==> config.mk <==
export PLATFORM = sky130hd
export DESIGN_NAME = onehot_decoder_seq_flat
export DESIGN_NICKNAME = d
export VERILOG_FILES = /design/src/rtl/onehot_decoder_seq_if.sv /design/src/rtl/onehot_decoder_seq.sv /design/src/flat_wrapper.sv
export SDC_FILE = /design/constraint.sdc
export NUM_CORES = 1
export LEC_CHECK = 0
export ABC_CLOCK_PERIOD_IN_PS = 2000
export CORE_ASPECT_RATIO = 0.5
export CORE_MARGIN = 3
export CORE_UTILIZATION = 35
export DETAILED_ROUTE_END_ITERATION = 8
export SYNTH_ARGS = -nofsm -noshare
export SYNTH_HDL_FRONTEND = slang
export SYNTH_SLANG_ARGS = --single-unit
export TNS_END_PERCENT = 5
==> constraint.sdc <==
create_clock -name clk -period 2 [get_ports clk]
set_input_delay 0.4 -clock clk [delete_from_list [all_inputs] [get_ports clk]]
set_output_delay 0.4 -clock clk [all_outputs]
set_load 0.02 [all_outputs]
==> src/rtl/onehot_decoder_seq_if.sv <==
// Code input stream for the sequenced 3-to-8 decoder: valid/ready handshake
// carrying a 3-bit line index.
interface onehot_decoder_seq_if;
  logic       in_valid;
  logic [2:0] in_code;
  logic       in_ready;

  modport master (output in_valid, output in_code, input in_ready);
  modport slave  (input in_valid, input in_code, output in_ready);
endinterface

==> src/rtl/onehot_decoder_seq.sv <==
// Sequenced 3-to-8 decoder. Codes are queued in a small FIFO; each popped code
// drives its one-hot line for HOLD cycles, followed by one all-zero break cycle.
// en low freezes sequencing and blanks the outputs; pushes continue regardless.
module onehot_decoder_seq #(
  parameter int unsigned HOLD  = 4,
  parameter int unsigned DEPTH = 4,
  localparam int unsigned AW = $clog2(DEPTH),
  localparam int unsigned LW = AW + 1
) (
  input  logic                 clk,
  input  logic                 rst_n,
  input  logic                 en,
  onehot_decoder_seq_if.slave  bus,
  output logic [7:0]           y,
  output logic                 busy,
  output logic                 done,
  output logic [LW-1:0]        level
);

  typedef enum logic [1:0] {IDLE, DRIVE, GAP} state_t;

  localparam logic [7:0] HOLD_M1 = 8'(HOLD - 1);

  logic [2:0]    mem [DEPTH];
  logic [AW-1:0] wr_ptr;
  logic [AW-1:0] rd_ptr;
  logic [LW-1:0] count;
  logic          full;
  logic          empty;
  logic          push;
  logic          pop;

  state_t        state;
  logic [7:0]    cnt;
  logic [7:0]    y_reg;
  logic          done_reg;

  function automatic logic [7:0] decode(input logic [2:0] code);
    return 8'b1 << code;
  endfunction

  // Pop and push decisions are both taken from the pre-edge occupancy, so a
  // full FIFO refuses a push even when a pop happens on the same edge.
  assign full         = (count == LW'(DEPTH));
  assign empty        = (count == '0);
  assign push         = bus.in_valid && !full;
  assign pop          = en && !empty && ((state == IDLE) || (state == GAP));
  assign bus.in_ready = !full;
  assign level        = count;

  // FIFO storage; contents are don't-care after reset, only pointers matter.
  always_ff @(posedge clk) begin
    if (push) mem[wr_ptr] <= bus.in_code;
  end

  // FIFO pointers and occupancy; DEPTH is a power of two so pointers wrap freely.
  always_ff @(posedge clk or negedge rst_n) begin
    if (!rst_n) begin
      wr_ptr <= '0;
      rd_ptr <= '0;
      count  <= '0;
    end else begin
      if (push) wr_ptr <= wr_ptr + 1'b1;
      if (pop)  rd_ptr <= rd_ptr + 1'b1;
      case ({push, pop})
        2'b10:   count <= count + 1'b1;
        2'b01:   count <= count - 1'b1;
        default: count <= count;
      endcase
    end
  end

  // Line sequencer: IDLE -> DRIVE for HOLD cycles -> one GAP cycle, with GAP
  // chaining straight into the next DRIVE when a code is waiting.
  always_ff @(posedge clk or negedge rst_n) begin
    if (!rst_n) begin
      state    <= IDLE;
      cnt      <= '0;
      y_reg    <= '0;
      done_reg <= 1'b0;
    end else if (en) begin
      unique case (state)
        IDLE: begin
          if (pop) begin
            y_reg <= decode(mem[rd_ptr]);
            cnt   <= HOLD_M1;
            state <= DRIVE;
          end
        end
        DRIVE: begin
          if (cnt == '0) begin
            y_reg    <= '0;
            done_reg <= 1'b1;
            state    <= GAP;
          end else begin
            cnt <= cnt - 1'b1;
          end
        end
        GAP: begin
          done_reg <= 1'b0;
          if (pop) begin
            y_reg <= decode(mem[rd_ptr]);
            cnt   <= HOLD_M1;
            state <= DRIVE;
          end else begin
            state <= IDLE;
          end
        end
        default: state <= IDLE;
      endcase
    end
  end

  assign y    = en ? y_reg : 8'b0;
  assign done = en && done_reg;
  assign busy = (state != IDLE);

endmodule

==> src/flat_wrapper.sv <==
// flat-port wrapper written by rule: the top's interface ports become plain ports
module onehot_decoder_seq_flat 
#(
  parameter int unsigned HOLD  = 4,
  parameter int unsigned DEPTH = 4,
  localparam int unsigned AW = $clog2(DEPTH),
  localparam int unsigned LW = AW + 1
)
  (clk, rst_n, en, y, busy, done, level, bus_in_valid, bus_in_code, bus_in_ready);
  onehot_decoder_seq_if bus_i ();
  input  logic clk;
  input  logic rst_n;
  input  logic en;
  output logic [7:0] y;
  output logic busy;
  output logic done;
  output logic [LW-1:0] level;
  input wire logic [$bits(bus_i.in_valid)-1:0] bus_in_valid;
  input wire logic [$bits(bus_i.in_code)-1:0] bus_in_code;
  output wire logic [$bits(bus_i.in_ready)-1:0] bus_in_ready;
  assign bus_i.in_valid = bus_in_valid;
  assign bus_i.in_code = bus_in_code;
  assign bus_in_ready = bus_i.in_ready;
  onehot_decoder_seq #(.HOLD(HOLD), .DEPTH(DEPTH)) u_core (.clk(clk), .rst_n(rst_n), .en(en), .bus(bus_i), .y(y), .busy(busy), .done(done), .level(level));
endmodule
; ---- After elaboration in Yosys (flattened, before gate mapping)
; Memory sizes are Yosys's and may differ from the RTL's.
; Cells that the tools add are included.
[totals]
register_bits = 26
latchBits = 0
ramBits = 12
rom_bits = 0
inputBits = 7
output_inout_bits = 14
wordCells = 58
mem_count = 1
[mem_list]
columns = memory, depth, width, read_ports, rd_clocked_by_memory_dff, write_ports, line
row1 = u_core.mem, 4, 3, 1, 0, 1, onehot_decoder_seq.sv:24  ; logic [2:0] mem [DEPTH];
[op_classes]
add_sub_neg = 5
mul = 0
div_mod_pow = 0
order_cmp = 0
eq_ne = 9
shift = 1
n_mux = 16
n_bitwise = 0
reduce_logical = 19
[ops]
columns = op, n
row1 = $mux W8, 5
row2 = $pmux W8 S2, 2
row3 = $logic_not A8 Y1, 1
row4 = $reduce_and A4 Y1, 2
row5 = $reduce_bool A2 Y1, 4
row6 = $shl A1 B3 Y8 const A, 1
row7 = $sub A8 B1 Y8 const B, 1
row8 = $ne A2 B1 Y1 const B, 3
row9 = $pmux W2 S3, 1
row10 = $pmux W3 S2, 1
row11 = $reduce_and A3 Y1, 2
row12 = $add A2 B1 Y2 const B, 2
row13 = $eq A2 B1 Y1 const B, 2
row14 = $eq A2 B2 Y1 const B, 2
row15 = $logic_and A1 B1 Y1, 4
row16 = $mux W1, 4
row17 = $mux W2, 2
row18 = $add A3 B1 Y3 const B, 1
row19 = $eq A3 B3 Y1 const B, 1
row20 = $logic_not A3 Y1, 1
row21 = $sub A3 B1 Y3 const B, 1
row22 = $logic_not A1 Y1, 2
row23 = $logic_not A2 Y1, 1
row24 = $ne A2 B2 Y1 const B, 1
row25 = 3 further kinds, 3

; ---- Depth between registers and ports, before layout
; Gate-level depths: netlist (run 1).
[logic_depth]
depth_word = 6
ltp_mapped = 10
depth_no_buf = 10

; ---- Least setup slack after synthesis (run 1)
; Ideal clock, no wire load.
[synth_timing]
kind = register to register
start = register u_core.count[0], in the netlist u_core.level[0]
end = register u_core.count[2], in the netlist u_core.level[2]
setup_ns = 0.080
arrival_ns = 2.143
required_ns = 1.920
slack_ns = -0.223
path_stages_with_launch = 11
n_path_buf = 0
synth_period_minus_slack_ns = 2.223
cell_sequence = dfrtp_1 -> inv_1 -> nand3_1 -> and2_1 -> inv_1 -> ha_1 -> inv_1 -> fa_1 -> xor2_1 -> nor2_1 -> xor2_1
[synth_between]
elab_cells_between_ends = 13
cone_classes = 2 x add/sub / 3 x eq/ne / 1 x mux / 7 x reduce/logical
[synth_lines]
columns = item, line
row1 = from (decl), onehot_decoder_seq.sv:27  ; logic [LW-1:0] count;
row2 = from (signal assigned), onehot_decoder_seq.sv:66  ; 2'b10: count <= count + 1'b1;
row3 = from (signal assigned), onehot_decoder_seq.sv:67  ; 2'b01: count <= count - 1'b1;
row4 = from (signal assigned), onehot_decoder_seq.sv:68  ; default: count <= count;
row5 = $eq A3 B3 Y1 *, onehot_decoder_seq.sv:44  ; assign full = (count == LW'(DEPTH));
row6 = $logic_not A1 Y1 *, n/a
row7 = named net bus_in_ready, flat_wrapper.sv:20  ; output wire logic [$bits(bus_i.in_ready)-1:0] bus_in_ready;
row8 = $logic_and A1 B1 Y1 *, onehot_decoder_seq.sv:46  ; assign push = bus.in_valid && !full;
row9 = $eq A2 B1 Y1 / $eq A2 B2 Y1 (equally long branches), onehot_decoder_seq.sv:65  ; case ({push, pop})
row10 = $pmux W3 S2 / $reduce_bool A2 Y1 (equally long branches), n/a
; Mark *: on every way through the listed nets, which the timed path passes. The rest lies on a longest branch.
; A chain may end at the register's enable or synchronous reset.

; ---- Worst setup path in the final report (run 1)
[layout_timing]
start = register u_core.count[0], in the netlist u_core.level[0]
end = register u_core.count[2], in the netlist u_core.level[2]
[layout_between]
elab_chain_len = 6
elab_cells_between_ends = 13
cone_classes = 2 x add/sub / 3 x eq/ne / 1 x mux / 7 x reduce/logical
[layout_rtl]
columns = item, line
row1 = $logic_not A3 Y1, onehot_decoder_seq.sv:45  ; assign empty = (count == '0);
row2 = $logic_not A1 Y1, onehot_decoder_seq.sv:47  ; assign pop = en && !empty && ((state == IDLE) || (state == GAP));
row3 = $logic_and A1 B1 Y1 (2 in series), onehot_decoder_seq.sv:47
row4 = $eq A2 B1 Y1 / $eq A2 B2 Y1 (equally long branches), onehot_decoder_seq.sv:65
row5 = $pmux W3 S2 / $reduce_bool A2 Y1 (equally long branches), n/a
; Parallel ways exist; a longest one is shown, timed or not.

==> results.sh, run 1 <==
export IMPL_status="finished, final reports clean"
export IMPL_syn_inst=154
export IMPL_crit_path_max_fanout=6
export IMPL_slew_viol_final=0
export IMPL_syn_to_final_growth_pct=26.5
export IMPL_worstSetupPathType="reg2reg"
export IMPL_synth_main_ff_cell="dfrtp_1"
export IMPL_insertion_delay_ps=290
export IMPL_holdWs_ps=471
export IMPL_num_rows=18
export IMPL_cts_made_buffers=5
export IMPL_antennaDiodeCount=0
export IMPL_reg2reg_depth=10
export IMPL_maxSlewHeadroom_pct=75.1
export IMPL_cp_end_kind="flip-flop"
export IMPL_ioPinCount=21
export IMPL_netlist_top_cells_count="dfrtp_1, edfxtp_1, and2_1, inv_1"
export IMPL_drive_above_1_share_pct=28.0
export IMPL_ir_drop_mv=0.453
export IMPL_vias_per_cell=4.92
export IMPL_grt_max_degree=27
export IMPL_wire_per_inst_um=14.2
export IMPL_largest_reg_flops=12
export IMPL_drt_initial_drc_count=35
export IMPL_vias=1293
export IMPL_ys_async_sr_fraction_pct=68.4
export IMPL_cts_max_level=2
export IMPL_grtUsageTotal_pct=13.5
export IMPL_die_y_um=58.2
export IMPL_routed_wirelength_um=3740
export IMPL_multi_input_area_um2=877
export IMPL_drt_first_pass_iters=4
export IMPL_cts_tree="done"
export IMPL_ant_nets=0
export IMPL_synth_edff_count=12
export IMPL_final_util_pct=47.4
export IMPL_cts_hold_buf=0
export IMPL_antenna_found_initial=0
export IMPL_fillCellCount=481
export IMPL_synth_area_top_cells="dfrtp_1, edfxtp_1, ha_1"
export IMPL_skew_ps=6.25
export IMPL_synth_nets=169
export IMPL_clkSinkCount=38
export IMPL_grt_overflow=0
export IMPL_powerDensity_nw_per_um2=1190
export IMPL_syn_area_per_cell_um2=12.4
export IMPL_clk_path_buf_depth=2
export IMPL_crit_path_start_kind="flip-flop"
export IMPL_post_cts_buffers=0
export IMPL_dieArea_um2=6420
export IMPL_dp_hpwl_um=2760
export IMPL_final_min_clock_period_ps=1920
export IMPL_grt_pass1_vias=1386
export IMPL_max_freq_ghz=0.520
export IMPL_p_leak_nw=1.06
export IMPL_timing_final_crit_share_pct=96.1
export IMPL_synth_most_common_cell="dfrtp_1"
export IMPL_port_buffers=20
export IMPL_start_util_pct=37.5
export IMPL_path_clk_slew_ps=80
export IMPL_yosysWarningCount=0
export IMPL_grt_pass1_wl_um=6560
export IMPL_required_ps=2220
export IMPL_hold_viol_final=0
export IMPL_cts_root_buffer="clkbuf_8"
export IMPL_worstPathArrival_ps=2140
export IMPL_worstMarginPinSlew_ps=373
export IMPL_die_x_um=110
export IMPL_gp_congestion=0.740
export IMPL_yosysTopAreaCell="dfrtp_1"
export IMPL_synth_top_area_share_pct=34.1
export IMPL_hold_class="in2async"
export IMPL_ys_types=48
export IMPL_synth_cell_area_um2=1910
export IMPL_drc_errors=0
export IMPL_coreArea_um2=5090
export IMPL_setup_viol=0
export IMPL_ys_seq_elements=38
export IMPL_fin_nets=207
export IMPL_ys_seq_area_share_pct=53.0
export IMPL_seq_area_um2=1010
export IMPL_maxCapViolations=0
[metrics by stage]
stage	power, W	std cells	setup TNS [ps]	worst slack, ps	instance area, um2
6_report	0.00287	263	0	77.4	2410
5_1_grt	0.00307	263	-13.1	-13.1	2410
4_1_cts	0.00288	263	0	12.2	2380
3_5_place_dp	0.00236	255	-4570	-342	2300
3_3_place_gp	0.00231	255	-3860	-287	2300
2_1_floorplan	0.00198	154	0	8.95	1920
[path summary, 6_finish.rpt]
check,from,to,slack (ps)
min in group clk,u_core.y_reg[2],u_core.y_reg[2],480
min reg2reg,u_core.y_reg[2],u_core.y_reg[2],480
min,rst_n,u_core.wr_ptr[1],470
max,u_core.level[0],u_core.level[2],80
max in group asynchronous,rst_n,u_core.level[1],1250
max reg2reg,u_core.level[0],u_core.level[2],80
[layout by cell type, fill, tap and decap left out, types with 4 or more instances in the layout]
master,count
dlygate4sd2_1,10
edfxtp_1,12
nand2_1,6
inv_1,8
xnor2_1,4
nor2_1,6
buf_4,12
o21ai_0,4
clkdlybuf4s50_1,9
and2_1,9
dfrtp_1,24
ha_1,6
and3_1,4
clkbuf_8,5
a21oi_1,4
[kinds of logic after synthesis]
kind of cell,Yosys count,share of synthesized area (%)
compound gates,25,9.58
xor+xnor,6,2.76
fa+ha+maj,8,5.64
buf+inv,14,3.15
flops,38,53.0
mux,8,6.82
simple gates,55,19.0
[report_power, final]
part / switching [W] / internal, W
logic: 0.000536 / 0.000549
registers: 0.000226 / 0.00104
clock network: 0.000277 / 0.000239
[layout make-up]
type                            instances  area share, %
Sequential cell                        38           42.0
Multi-Input combinational cell        102           36.4
Timing Repair Buffer                   34           12.6
Tap cell                               70           3.63
Clock buffer                            5           2.85
Inverter                               11           1.92
Clock inverter                          3          0.674
[critical path, stage by stage (launching register included)]
cell	delay [ps]
dfrtp_2	450
inv_4	90
nand3_4	90
and2_4	180
inv_1	50
ha_2	170
inv_1	50
fa_2	330
xor2_1	150
nor2_1	140
xor2_1	160
[timing repair]
action | in CTS | in global routing
pin swaps | 0 | 1
gates cloned | 0 | 0
gates resized for setup | 12 | 10
endpoints found under the setup margin | 12 | 6
[layer usage]
metal	global-route usage, %	part of all wire [%]	vias to the layer above
met5	0	0	-
met4	5.79	1.4	0
met3	3.67	2.4	6
met2	22.0	49	14
met1	17.1	48	639
li1	-	-	634
Power figures use the tool's default switching activity.
==> run 2, diff against run 1 <==
--- a/config.mk
+++ b/config.mk
@@ -5,6 +5,7 @@
 export SDC_FILE = /design/constraint.sdc
 export NUM_CORES = 1
 export LEC_CHECK = 0
+export ABC_AREA = 0
 export ABC_CLOCK_PERIOD_IN_PS = 2000
 export CORE_ASPECT_RATIO = 0.5
 export CORE_MARGIN = 3
==> results of run 2 <==
Same layout as run 1: the final DEF is identical, and so are final timing and power.
